### src/rtl/ctrl_gen.sv
// Multi-cycle SISC controller: FETCH/DECODE/EXECUTE/MEM/WRITEBACK with branch evaluation,
// MEM wait handshake with timeout, and a registered HALT. Optional perf counters: CTRL_PERF_EN.
module ctrl_gen #(
  parameter int OPC_W    = 4,
  parameter int STAT_W   = 4,
  parameter int ALU_OP_W = 4,
  parameter int MAX_WAIT = 15,
  parameter int WCNT_W   = 4
) (
  input  logic                clk,
  input  logic                rst,
  input  logic [OPC_W-1:0]    opcode,
  input  logic [STAT_W-1:0]   mm,
  input  logic [STAT_W-1:0]   stat,
  input  logic                mem_ready,
  output logic                ir_load,
  output logic                pc_write,
  output logic                pc_sel,
  output logic                br_sel,
  output logic [ALU_OP_W-1:0] alu_op,
  output logic                rf_we,
  output logic                wb_sel,
  output logic                mem_req,
  output logic                dm_we,
  output logic                halted,
  output logic                err
`ifdef CTRL_PERF_EN
  ,
  output logic [31:0]         cyc_cnt,
  output logic [31:0]         ret_cnt
`endif
);

  localparam logic [OPC_W-1:0] OP_REG_OP = OPC_W'(1);
  localparam logic [OPC_W-1:0] OP_REG_IM = OPC_W'(2);
  localparam logic [OPC_W-1:0] OP_BRA    = OPC_W'(4);
  localparam logic [OPC_W-1:0] OP_BRR    = OPC_W'(5);
  localparam logic [OPC_W-1:0] OP_BNE    = OPC_W'(6);
  localparam logic [OPC_W-1:0] OP_BNR    = OPC_W'(7);
  localparam logic [OPC_W-1:0] OP_LOD    = OPC_W'(10);
  localparam logic [OPC_W-1:0] OP_STR    = OPC_W'(11);
  localparam logic [OPC_W-1:0] OP_HLT    = OPC_W'(15);

  localparam logic [ALU_OP_W-1:0] ALU_ADD  = ALU_OP_W'(1);
  localparam logic [ALU_OP_W-1:0] ALU_IMM  = ALU_OP_W'(2);
  localparam logic [ALU_OP_W-1:0] ALU_ADDR = ALU_OP_W'(3);

  typedef enum logic [2:0] {
    S_START, S_FETCH, S_DECODE, S_EXECUTE, S_MEM, S_WRITEBACK, S_HALT
  } state_t;

  state_t              r_state;
  state_t              w_state_next;
  logic [WCNT_W-1:0]   r_wcnt;
  logic                r_halted;
  logic                r_err;
  logic                w_cond;
  logic                w_is_mem;
  logic                w_timeout;
  logic                w_timeout_evt;

  assign w_cond    = |(mm & stat);
  assign w_is_mem  = (opcode == OP_LOD) || (opcode == OP_STR);
  assign w_timeout = (r_wcnt == WCNT_W'(MAX_WAIT));

  always_comb begin
    w_state_next  = r_state;
    w_timeout_evt = 1'b0;
    ir_load       = 1'b0;
    pc_write      = 1'b0;
    pc_sel        = 1'b0;
    br_sel        = 1'b0;
    alu_op        = '0;
    rf_we         = 1'b0;
    wb_sel        = 1'b0;
    mem_req       = 1'b0;
    dm_we         = 1'b0;
    case (r_state)
      S_START: w_state_next = S_FETCH;
      S_FETCH: begin
        ir_load      = 1'b1;
        pc_write     = 1'b1;
        w_state_next = S_DECODE;
      end
      S_DECODE: begin
        w_state_next = (opcode == OP_HLT) ? S_HALT : S_EXECUTE;
        // Positive-sense branches take on a CC hit, negative-sense on a miss
        if (((opcode == OP_BRA || opcode == OP_BRR) && w_cond) ||
            ((opcode == OP_BNE || opcode == OP_BNR) && !w_cond)) begin
          pc_write = 1'b1;
          pc_sel   = 1'b1;
          br_sel   = (opcode == OP_BRR) || (opcode == OP_BNR);
        end
      end
      S_EXECUTE: begin
        w_state_next = S_MEM;
        if (opcode == OP_REG_OP)
          alu_op = ALU_ADD;
        else if (opcode == OP_REG_IM || w_is_mem)
          alu_op = ALU_ADDR;
      end
      S_MEM: begin
        if (w_is_mem) begin
          mem_req = 1'b1;
          alu_op  = ALU_ADDR;
          dm_we   = (opcode == OP_STR);
          // Completion beats timeout when both land on the same cycle
          if (mem_ready) begin
            w_state_next = S_WRITEBACK;
          end else if (w_timeout) begin
            w_state_next  = S_HALT;
            w_timeout_evt = 1'b1;
          end
        end else begin
          if (opcode == OP_REG_IM)
            alu_op = ALU_IMM;
          w_state_next = S_WRITEBACK;
        end
      end
      S_WRITEBACK: begin
        rf_we        = (opcode == OP_REG_OP) || (opcode == OP_REG_IM) || (opcode == OP_LOD);
        wb_sel       = (opcode == OP_LOD);
        w_state_next = S_FETCH;
      end
      S_HALT:  w_state_next = S_HALT;
      default: w_state_next = S_START;
    endcase
  end

  always_ff @(posedge clk) begin
    if (rst) begin
      r_state  <= S_START;
      r_wcnt   <= '0;
      r_halted <= 1'b0;
      r_err    <= 1'b0;
    end else begin
      r_state <= w_state_next;
      if (r_state == S_MEM && w_state_next == S_MEM)
        r_wcnt <= r_wcnt + 1'b1;
      else
        r_wcnt <= '0;
      if (w_state_next == S_HALT)
        r_halted <= 1'b1;
      if (w_timeout_evt)
        r_err <= 1'b1;
    end
  end

  assign halted = r_halted;
  assign err    = r_err;

`ifdef CTRL_PERF_EN
  logic [31:0] r_cyc_cnt;
  logic [31:0] r_ret_cnt;

  always_ff @(posedge clk) begin
    if (rst) begin
      r_cyc_cnt <= '0;
      r_ret_cnt <= '0;
    end else begin
      if (r_state != S_START && r_state != S_HALT)
        r_cyc_cnt <= r_cyc_cnt + 32'd1;
      if ((r_state == S_WRITEBACK && w_state_next == S_FETCH) ||
          (r_state == S_DECODE && w_state_next == S_HALT))
        r_ret_cnt <= r_ret_cnt + 32'd1;
    end
  end

  assign cyc_cnt = r_cyc_cnt;
  assign ret_cnt = r_ret_cnt;
`endif

endmodule

### config.mk
export PLATFORM = sky130hd
export DESIGN_NAME = ctrl_gen
export DESIGN_NICKNAME = d
export VERILOG_FILES = /design/src/rtl/ctrl_gen.sv
export SDC_FILE = /design/constraint.sdc
export NUM_CORES = 1
export LEC_CHECK = 0
export CAP_MARGIN = 20
export CORE_UTILIZATION = 43
export DETAILED_ROUTE_END_ITERATION = 8
export HOLD_SLACK_MARGIN = 0.05
export PLACE_DENSITY = 0.83
export SETUP_SLACK_MARGIN = 0.4
export SLEW_MARGIN = 20
export SYNTH_ARGS = -nofsm -noshare
export SYNTH_HDL_FRONTEND = slang
export SYNTH_SLANG_ARGS = --single-unit
### constraint.sdc
create_clock -name clk -period 3.65 [get_ports clk]
set_input_delay 0.365 -clock clk [delete_from_list [all_inputs] [get_ports clk]]
set_output_delay 0.365 -clock clk [all_outputs]
set_load 0.05 [all_outputs]
* After elaboration in Yosys (flattened, before gate mapping)
Cells that the tools add are included.
** Storage, ports and cells
- Register bits :: 9
- Output and inout port bits :: 14
- Bits of input ports :: 15
** Cells by class
- Reduce and logical (&&, ||, !) cells :: 16
- Equality and inequality tests :: 18
- Muxes and demuxes :: 26
- Bitwise logic cells :: 2
- Add/subtract/negate cells :: 1
** Operator list (number)
- one-hot mux 3 bit (6 select lines) :: 1
- equality test 4 x 3 -> 1 bit, second input constant :: 4
- equality test 4 bit, second input constant :: 4
- equality test 3 bit, second input constant :: 5
- 2-to-1 mux 1 bit :: 15
- 2-to-1 mux 3 bit :: 4
- logical OR 1 bit :: 8
- 2-to-1 mux 2 bit :: 4
- equality test 3 x 2 -> 1 bit, second input constant :: 2
- adder 4 x 1 -> 4 bit, second input constant :: 1
- AND 4 bit :: 1
- equality test 4 x 1 -> 1 bit, second input constant :: 1
- equality test 4 x 2 -> 1 bit, second input constant :: 1
- one-hot mux 2 bit (2 select lines) :: 1
- OR reduction 2 bit :: 2
- OR reduction 4 bit :: 1
- equality test 3 x 1 -> 1 bit, second input constant :: 1
- logical AND 1 bit :: 3
- zero test 3 bit :: 1
- one-hot mux 1 bit (2 select lines) :: 1
- zero test 1 bit :: 1
- inverter 1 bit :: 1

* Logic depth before layout (Yosys ltp)
Gate-level depths: netlist of run 1.
- Depth in word-level cells :: 9
- Mapped depth :: 4
- Mapped depth without buffers :: 4

* Worst setup path after synthesis of run 1
No wires, ideal clock.
- Path type :: reg-to-output
- Start :: register r_state[2]
- End :: output alu_op[1]
- Data required time :: 3.285 ns
- Arrival time :: 2.366 ns
- Setup slack :: 0.919 ns
- Stages on the path, launching flop included :: 5
- Path through :: dfxtp_1 > buf_4 > and2b_1 > a22oi_1 > nor4b_1
** On the way
- Word-level cells in the longest chain between the ends :: 2
- Elaborated cells on any way between the ends :: 3
** Ends and longest elaborated chain
- from (decl) :: RTL line 52 : state_t r_state;
- from (signal assigned) :: RTL line 137 : r_state <= w_state_next;
- equality test 3 bit or equality test 3 x 2 -> 1 bit (tied branches) :: RTL line 78 : case (r_state)
- one-hot mux 2 bit (2 select lines) (*) :: RTL line 78
- to (decl) :: RTL line 20 : output logic [ALU_OP_W-1:0] alu_op,
Every way passes the cells marked *; elsewhere a longest branch is shown, timed or not.

* Worst setup path after layout of run 1
- Start :: input opcode[1]
- End :: output br_sel
** On the way
- Word-level cells in the longest chain between the ends :: 6
- Elaborated cells on any way between the ends :: 12
** Ends and longest elaborated chain
- from (decl) :: RTL line 12 : input logic [OPC_W-1:0] opcode,
- equality test 4 x 3 -> 1 bit (on tied branches) :: RTL line 88, 92, 89
- logical OR 1 bit (on tied branches) :: RTL line 88, 89
- logical AND 1 bit (on tied branches) :: RTL line 88, 89
- logical OR 1 bit :: RTL line 88 : if (((opcode == OP_BRA || opcode == OP_BRR) && w_cond) ||
- 2-to-1 mux 1 bit (*) :: RTL line 88
- 2-to-1 mux 1 bit (*) :: RTL line 78
- to (decl) :: RTL line 19 : output logic br_sel,
Marks and branches as above.

==> flow_summary_export.csv, run 1 <==
group,metric,value,unit
route,met1Wirelength,578,µm
floorplanning,ios,29,
finish,drive_above_1_share,0.0928,
finish,commonest_non_fill_non_tap_cell_in_the_layout,"clkdlybuf4s50_1",
timing,period_minus_slack,2.72,ns
clocking,cts_buffer_depth,2,
clocking,ctsHtreeMaxLevel,1,
timing,final-hold-violation-count,0,
yosys,synthSimpleGateAreaFrac,0.378,
worst_setup_path,rrSetupSlack,2.26,ns
route,met3_wirelength,123,µm
finish,layout_common_cells,"clkdlybuf4s50_1, dfxtp_1, nor2_1",
worst_setup_path,critical_register_to_register_path_startpoint,"r_state[0]",
timing,worst_pin_slew,0.509,ns
flow_run,drv_cap,0,
clocking,tritoncts.num_buffers,3,
route,post_drt_via_cell_ratio,5.52,
floorplanning,die_y,40.3,µm
yosys,ys_seq_elements,9,
pwr,power.switching_fraction,0.315,
placement,placed_area,885,µm²
route,dr_wl_met2,703,µm
clocking,cts_tree,"built",
route,postRouteWirelength,1410,µm
hold_path,hold_path_class,"reg -> reg",
global_routing,grt_util_all_layers,0.193,
yosys,yosysWarningCount,0,
worst_setup_path,cp_slowest_cell,"clkdlybuf4s50_1",
worst_setup_path,crit_start_category,"input pin",
pwr,p_comb_frac,0.315,
worst_setup_path,crit_fanout,9,
yosys,syn-mean-instance-area,9.03,µm²
yosys,ys_seq_area_frac,0.285,
yosys,synth_enable_flop_cells,0,
global_routing,largest_net_degree_at_the_start_of_global_routing,13,
worst_setup_path,worst_ep_arrival_time,2.36,ns
yosys,synth-compound-area-share,0.218,
worst_setup_path,path_buf_inv,2,
yosys,synth.lib_cells_used.distinct,41,
pwr,ir_drop_worst_vdd,0.000276,V
worst_setup_path,crit_type,"in -> out",
route,average_wire_per_cell_in_the_routed_design,12.6,µm
timing,setup_repair_after_global_routing_missed_its_margin,"no",
placement,place.gp.congestion,0.758,
global_routing,grt_antenna_before_repair,0,
finish,final_net_count,114,
clocking,cts_resized,0,
worst_setup_path,worstPathRequired,3.28,ns
timing,fmax,368,MHz
pwr,total_power,269,µW
floorplanning,placeableCoreArea,0.00133,mm²
floorplanning,design.die.area,0.00163,mm²
floorplanning,floorplan.rows,13,
route,initialDrtViolationCount,12,
global_routing,vias_in_the_first_global_route,534,
yosys,post_synth_fa_ha_maj_area_fraction,0.0198,
placement,hpwlAfterDp,1140,µm
worst_setup_path,timing.critical_path.to_type,"primary output",
yosys,xor_xnor_portion_of_the_synthesized_cell_area,0.0277,
hold_path,worst_hold_path.num_cells,1,
yosys,synth.mux.area_fraction,0,
worst_setup_path,most_common_cell_on_crit_path,"clkdlybuf4s50_1",
pwr,p_clk_frac,0.275,
clocking,clk_root_buffer_cell,"clkbuf_4",
pwr,total_switching_power,84.8,µW
timing,worst_slew_margin_rel,0.659,
clocking,cts_sinks,9,
pwr,seq_power_share,0.411,
worst_setup_path,crit_chain,"clkdlybuf4s50_1 > nor3b_1 > nand4bb_1 > a21boi_1 > clkdlybuf4s50_1",
yosys,syn-instance-count,70,
floorplanning,die_width,40.3,µm
worst_setup_path,ff2ff_path_depth,3,
worst_setup_path,crit_path_max_incr_delay,0.81,ns
hold_path,holdCritStartpoint,"r_wcnt[0]",
worst_setup_path,timing.rr.end,"halted",
pwr,total_leakage_power,0.000348,µW
route,drc,0,
clocking,cts_setup_buffers,0,
route,routed-via-count,618,
timing,totalNegativeSetupSlack,0,ns
finish,num_antenna_cells,0,
floorplanning,floorplan.initialDensity,0.474,
outcome,status,"complete, no violations",
yosys,netlist_area,632,µm²
global_routing,globalRouteOverflowTotal,0,
hold_path,hold-path-endpoint,"r_wcnt[0]",
timing,final-max-slew-violation-count,0,
clocking,postCtsHoldBufs,0,
finish,postLayoutCellArea,911,µm²
finish,fillerInstances,112,
worst_setup_path,critical-path-top-delay-family,"buffers and inverters",
finish,areaGrowthSynthToFinish,44.2,%
yosys,synth_ff_type,"dfxtp_1",
clocking,clk_lat_worst_skew,0.26,ns
yosys,synth_top_family_by_area,"simple AND/OR/NAND/NOR gates",
pwr,power_density,295,mW/mm²
route,drtPass1Iterations,4,
timing,timing.final.crit_share,0.745,
yosys,synth-async-reset-ratio,0,
route,highest_layer,"met4",
timing,holdWs,0.459,ns
timing,report.final.setup_viol,0,
clocking,clk_transition_reported_paths,0.05,ns
route,postRouteAntennaNets,0,
placement,numPortBuffers,26,
pwr,int_pwr,184,µW
global_routing,wire_length_of_the_first_global_routing_pass,2100,µm
timing,skew,0.00536,ns
[synthesized netlist by cell type, drive strengths merged (2+ instances only)]
cell type	instances	area share
nor2b	3	0.030
nand3b	2	0.024
and2b	2	0.026
nand2	3	0.018
nor3b	3	0.053
a22o	2	0.028
dfxtp	9	0.29
inv	3	0.018
nor2	7	0.042
nor3	3	0.024
and3	2	0.020
xor2	2	0.028
buf	3	0.036
[worst register-to-register path, stage by stage (launching register included)]
cell and delay, ns:
dfxtp_1 0.53, and4bb_4 0.32, a311oi_4 0.29, o32ai_2 0.13
[state kept, by name, indices dropped and copies added (netlist names)]
name,flops
r_wcnt,4
r_state,3
err,1
halted,1
[power by group through the flow]
stage	logic, µW	clock network (µW)	registers [µW]
3_3_place_gp	83.3	0	112
3_5_place_dp	84.5	0	113
4_1_cts	84.8	76.9	110
6_report	84.6	73.8	110
2_1_floorplan	58.1	0	109
5_1_grt	90.2	81.7	111
[worst max-delay path by stage]
| stage | from | to | slack, ns | cells after the start |
|---|---|---|---|---|
| finish | opcode[1] | br_sel | 0.93 | 5 |
| global route | opcode[1] | br_sel | 0.78 | 5 |
| CTS | opcode[1] | br_sel | 0.93 | 5 |
| detailed placement | opcode[1] | br_sel | 0.94 | 5 |
| global placement | opcode[1] | br_sel | 0.97 | 5 |
| floorplan | r_state[2] | alu_op[1] | 0.92 | 4 |
[per-layer routing]
metal,GRT usage,up-vias
met5,0,-
met4,0.0750,0
met3,0.0556,2
met2,0.345,22
met1,0.209,283
li1,-,311
[cells by family after synthesis]
group	count (synthesis)
AOI/OAI and AO/OA	15
xor gates and xnor gates	2
adders and majority gates	1
buffers and inverters	7
DFF	9
other	1
and+or+nand+nor	35
[per-stage QoR]
step                cells  utilization  setup WS [ns]
floorplan              71            -          0.919
global placement      108        0.663          0.967
detailed placement    108        0.663          0.942
CTS                   112        0.683          0.928
global route          112        0.683          0.776
finish                112        0.683          0.930
[cell type report]
class / instances / area [µm²] / share of cell area
Clock buffer: 4 / 26.3 / 0.0288
Inverter: 3 / 11.3 / 0.0124
Multi-Input combinational cell: 55 / 414 / 0.455
Sequential cell: 9 / 180 / 0.198
Tap cell: 15 / 18.8 / 0.0206
Timing Repair Buffer: 26 / 260 / 0.286
(Power assumes the default switching activity.)
==> run 2, diff against run 1 <==
--- a/config.mk
+++ b/config.mk
@@ -6,10 +6,10 @@
 export NUM_CORES = 1
 export LEC_CHECK = 0
 export CAP_MARGIN = 20
-export CORE_UTILIZATION = 43
+export CORE_UTILIZATION = 40
 export DETAILED_ROUTE_END_ITERATION = 8
 export HOLD_SLACK_MARGIN = 0.05
-export PLACE_DENSITY = 0.83
+export PLACE_DENSITY = 0.78
 export SETUP_SLACK_MARGIN = 0.4
 export SLEW_MARGIN = 20
 export SYNTH_ARGS = -nofsm -noshare
==> constraint.sdc (replaced) <==
create_clock -name clk -period 2.75 [get_ports clk]
set_input_delay 0.275 -clock clk [delete_from_list [all_inputs] [get_ports clk]]
set_output_delay 0.275 -clock clk [all_outputs]
set_load 0.05 [all_outputs]
==> run 2 against run 1 <==
Critical path depth is 3 lower. Via count is 0.16% lower. Clock skew rose by 0.0023 ns. Critical endpoint is now ir_load. Cell count did not move. Non-clock buffer count unchanged. Core utilization decreased by 3.7 points. Clock power rose by 42%. Die area grew 7.1%. Power rose by 36%.
==> flow_summary_export.csv, run 2 (same netlist as run 1, synthesis figures left out) <==
group,metric,value,unit
floorplanning,floorplan.rows,13,
route,routed-via-count,617,
global_routing,grt_util_all_layers,0.195,
flow_run,drv_cap,0,
finish,biggestRegsByFlops,"r_wcnt: 4 flops, r_state: 3 flops",
clocking,clk_root_buffer_cell,"clkbuf_4",
clocking,cts_sinks,9,
route,initialDrtViolationCount,10,
worst_setup_path,crit_start_category,"flop",
outcome,status,"complete, no violations",
pwr,total_power,365,µW
worst_setup_path,critical_register_to_register_path_startpoint,"r_state[0]",
route,drtPass1Iterations,4,
pwr,power_density,408,mW/mm²
floorplanning,die_width,41.7,µm
hold_path,worst_hold_path.num_cells,1,
clocking,tritoncts.num_buffers,3,
floorplanning,placeableCoreArea,0.00138,mm²
clocking,postCtsHoldBufs,0,
clocking,cts_buffer_depth,2,
route,postRouteAntennaNets,0,
clocking,ctsHtreeMaxLevel,1,
worst_setup_path,worstPathRequired,2.48,ns
finish,commonest_non_fill_non_tap_cell_in_the_layout,"clkdlybuf4s50_1",
route,postRouteWirelength,1540,µm
route,post_drt_via_cell_ratio,5.51,
placement,placed_area,873,µm²
hold_path,hold_path_class,"reg -> reg",
route,average_wire_per_cell_in_the_routed_design,13.8,µm
pwr,total_leakage_power,0.000369,µW
timing,skew,0.00764,ns
timing,final-max-slew-violation-count,0,
hold_path,holdCritStartpoint,"r_wcnt[0]",
worst_setup_path,crit_type,"reg -> out",
global_routing,globalRouteOverflowTotal,0,
timing,setup_repair_after_global_routing_missed_its_margin,"no",
finish,drive_above_1_share,0.186,
finish,final_net_count,114,
finish,num_antenna_cells,0,
timing,worst_slew_margin_rel,0.668,
clocking,clk_transition_reported_paths,0.07,ns
placement,numPortBuffers,26,
global_routing,wire_length_of_the_first_global_routing_pass,2550,µm
timing,final-hold-violation-count,0,
worst_setup_path,rrSetupSlack,1.34,ns
global_routing,grt_antenna_before_repair,0,
floorplanning,die_y,41.7,µm
finish,largest_reg_flops,4,
timing,period_minus_slack,2.26,ns
floorplanning,design.die.area,0.00174,mm²
timing,timing.final.crit_share,0.822,
timing,worst_pin_slew,0.497,ns
worst_setup_path,ff2ff_path_depth,3,
route,drc,0,
timing,holdWs,0.464,ns
floorplanning,floorplan.initialDensity,0.457,
route,met1Wirelength,732,µm
floorplanning,ios,29,
finish,areaGrowthSynthToFinish,41.4,%
clocking,clk_lat_worst_skew,0.27,ns
route,met3_wirelength,119,µm
worst_setup_path,timing.rr.end,"halted",
timing,totalNegativeSetupSlack,0,ns
placement,hpwlAfterDp,1140,µm
placement,place.gp.congestion,0.755,
route,highest_layer,"met4",
pwr,ir_drop_worst_vdd,0.000265,V
worst_setup_path,timing.critical_path.to_type,"primary output",
hold_path,hold-path-endpoint,"r_wcnt[0]",
route,dr_wl_met2,662,µm
timing,report.final.setup_viol,0,
global_routing,largest_net_degree_at_the_start_of_global_routing,13,
timing,fmax,443,MHz
clocking,cts_tree,"built",
global_routing,vias_in_the_first_global_route,548,
worst_setup_path,crit_fanout,12,
finish,postLayoutCellArea,893,µm²
finish,fillerInstances,113,
finish,post-route-util,0.646,
worst_setup_path,worst_ep_arrival_time,1.98,ns
finish,layout_common_cells,"clkdlybuf4s50_1, dfxtp_1, nor2_1, buf_4",
finish,registers.top_by_ff_count,"r_wcnt",
run 2: cell type report:
class,count,area (µm²),share of cell area
Inverter,3,11.3,0.0126
Timing Repair Buffer,26,236,0.265
Clock buffer,4,26.3,0.0294
Multi-Input combinational cell,55,420,0.471
Tap cell,15,18.8,0.0210
Sequential cell,9,180,0.202
run 2: stage by stage:
stage	std cells	worst slack, ns
after global placement	108	0.420
final	112	0.491
after CTS	112	0.413
after global routing	112	0.400
after floorplan	71	0.722
after detailed placement	108	0.385
run 2: report_power, final:
part           switching [µW]  leakage, µW  internal (µW)  total [µW]
Combinational            59.8     0.000281           52.2         112
Clock                    49.0    0.0000150           56.0         105
Sequential               12.4    0.0000731            135         148
Total                     121     0.000369            243         365
run 2: worst max path at each step:
stage,endpoint,slack [ns],from,depth (start not counted)
2_1_floorplan,wb_sel,0.72,r_state[2],4
3_3_place_gp,wb_sel,0.42,opcode[1],4
3_5_place_dp,alu_op[1],0.39,opcode[0],4
4_1_cts,alu_op[1],0.41,r_state[2],4
5_1_grt,ir_load,0.40,r_state[0],2
6_report,ir_load,0.49,r_state[0],2
run 2: repair_timing:
item,in CTS,in global routing
gates cloned,0,0
endpoints found under the setup margin,2,1
resized for setup,2,3
setup buffers,0,0
run 2: worst max-delay path, stage by stage (launching register included):
cell	delay (ns)
dfxtp_1	0.55
nor3b_4	0.32
clkdlybuf4s50_1	0.84
run 2: per-layer routing:
metal	GRT usage	vias to the layer above
met2	0.281	20
li1	-	311
met4	0.0774	0
met1	0.243	282
met3	0.100	4
met5	0	-
==> run 3, diff against run 2 <==
==> constraint.sdc (replaced) <==
create_clock -name clk -period 2.19 [get_ports clk]
set_input_delay 0.219 -clock clk [delete_from_list [all_inputs] [get_ports clk]]
set_output_delay 0.219 -clock clk [all_outputs]
set_load 0.05 [all_outputs]
==> run 3 against run 2 <==
Non-clock buffer count is the same. Sequential cell count is the same. Cell count is the same. Sequential power grew 25%. Via count grew 1.1%. Count of clock-buffer cells in the layout is the same. Critical path depth grew 3. Core utilization grew 9.4 points. Largest cell class unchanged.
==> flow_summary_export.csv, run 3 (same netlist as run 1, synthesis figures left out) <==
group,metric,value,unit
floorplanning,floorplan.initialDensity,0.457,
finish,final_net_count,114,
worst_setup_path,cp_slowest_cell,"clkdlybuf4s50_1",
worst_setup_path,crit_chain,"clkdlybuf4s50_1 > a22o_1 > o211ai_1 > nand3b_1 > buf_12",
pwr,total_leakage_power,0.000409,µW
route,routed-via-count,624,
hold_path,hold_path_class,"reg -> reg",
pwr,int_pwr,314,µW
clocking,cts_sinks,9,
placement,place.gp.congestion,0.683,
pwr,total_switching_power,144,µW
worst_setup_path,crit_path_max_incr_delay,0.40,ns
finish,reg_area,186,µm²
finish,largest_reg_flops,4,
clocking,cts_tree,"built",
route,drtPass1Iterations,3,
floorplanning,design.die.area,0.00174,mm²
finish,post-route-util,0.740,
timing,period_minus_slack,1.73,ns
finish,multi_input_comb_area,434,µm²
timing,fmax,578,MHz
clocking,clk_transition_reported_paths,0.06,ns
route,post_drt_via_cell_ratio,5.57,
timing,final-hold-violation-count,0,
placement,placed_instance_count,108,
floorplanning,placeableCoreArea,0.00138,mm²
floorplanning,die_y,41.7,µm
finish,layout_common_cells,"clkdlybuf4s50_1, buf_12, nor2_1",
route,drc,0,
floorplanning,floorplan.rows,13,
worst_setup_path,worstPathRequired,1.97,ns
pwr,total_power,458,µW
global_routing,globalRouteOverflowTotal,0,
finish,biggestRegsByFlops,"r_wcnt: 4 flops, r_state: 3 flops",
timing,final-max-slew-violation-count,0,
timing,skew,0.00424,ns
placement,hpwlAfterDp,1240,µm
finish,num_antenna_cells,0,
finish,instances_no_fill,112,
worst_setup_path,crit_fanout,3,
global_routing,wire_length_of_the_first_global_routing_pass,2490,µm
placement,detailedPlace.worstSlack,0.303,ns
clocking,cts_buffer_depth,2,
outcome,status,"complete, no violations",
placement,numPortBuffers,26,
route,dr_wl_met2,798,µm
floorplanning,ios,29,
finish,commonest_non_fill_non_tap_cell_in_the_layout,"clkdlybuf4s50_1",
timing,timing.final.crit_share,0.789,
route,average_wire_per_cell_in_the_routed_design,13.5,µm
finish,registers.top_by_ff_count,"r_wcnt",
worst_setup_path,crit_type,"in -> out",
clocking,clk_root_buffer_cell,"clkbuf_4",
pwr,ir_drop_worst_vdd,0.000394,V
route,postRouteAntennaNets,0,
clocking,clk_lat_worst_skew,0.25,ns
route,highest_layer,"met4",
route,initialDrtViolationCount,6,
pwr,p_clk_frac,0.261,
timing,setup_repair_after_global_routing_missed_its_margin,"yes",
clocking,tritoncts.num_buffers,3,
hold_path,worst_hold_path.num_cells,1,
clocking,ctsHtreeMaxLevel,1,
global_routing,largest_net_degree_at_the_start_of_global_routing,13,
flow_run,drv_cap,0,
floorplanning,die_width,41.7,µm
pwr,power_density,448,mW/mm²
timing,setup_slack,0.461,ns
global_routing,vias_in_the_first_global_route,582,
route,met3_wirelength,58,µm
worst_setup_path,timing.critical_path.to_type,"primary output",
worst_setup_path,crit_start_category,"input pin",
timing,totalNegativeSetupSlack,0,ns
route,postRouteWirelength,1510,µm
route,met1Wirelength,644,µm
clocking,cts_setup_buffers,0,
timing,report.final.setup_viol,0,
pwr,p_comb_frac,0.335,
worst_setup_path,worst_ep_arrival_time,1.51,ns
finish,fillerInstances,118,
global_routing,grt_antenna_before_repair,0,
pwr,seq_power_share,0.403,
worst_setup_path,ff2ff_path_depth,4,
pwr,power.switching_fraction,0.314,
finish,areaGrowthSynthToFinish,62.0,%
finish,drive_above_1_share,0.268,
global_routing,grt_util_all_layers,0.181,
==> run 3: cell count changes in the layout (fill, tap and decap cells not counted), moves of 2 or more <==
cell             delta
buf_12              +9
buf_4               -6
dlygate4sd2_1       +2
dfxtp_2             +2
clkdlybuf4s50_1     -5
dfxtp_1             -3
==> run 3: layout make-up <==
type	instances	share of cell area
clock buffers	4	0.0257
inverters	3	0.0110
multi-input cells	55	0.424
well taps	15	0.0183
repair buffers	26	0.339
flip-flops and latches	9	0.182
==> run 3: worst paths after layout <==
kind / endpoint / from / slack [ns]
max: pc_write / mm[1] / 0.46
min: r_wcnt[0] / r_wcnt[0] / 0.46
max reg2reg: halted / r_wcnt[0] / 0.82
min reg2reg: r_wcnt[0] / r_wcnt[0] / 0.46
==> run 3: power by group through the flow <==
stage	combinational [µW]	sequential (µW)	clock (µW)
after CTS	154	184	126
after detailed placement	155	187	0
final	154	185	120
after floorplan	97.7	182	0
after global routing	163	187	133
after global placement	152	187	0
==> run 3: timing repair <==
action,4_1_cts,5_1_grt
gates resized for setup,6,4
pin swaps,0,2
setup endpoints to repair,5,6
hold buffers,0,0
==> run 3: layer usage <==
layer	up-vias	track usage
met3	2	0.0261
met5	-	0
li1	311	-
met1	293	0.201
met2	18	0.344
met4	0	0.0581
==> run 3: per-stage QoR <==
| stage | hold WS (ns) | area, µm² |
|---|---|---|
| floorplan | 0.291 | 647 |
| global placement | 0.437 | 983 |
| detailed placement | 0.448 | 983 |
| CTS | 0.460 | 1010 |
| global route | 0.472 | 1020 |
| finish | 0.457 | 1020 |
==> run 3: worst max-delay path, delay by kind of cell <==
kind | cells | cell delay [ns]
AOI/OAI and AO/OA | 2 | 0.52
buffers and inverters | 2 | 0.58
and+or+nand+nor | 1 | 0.18
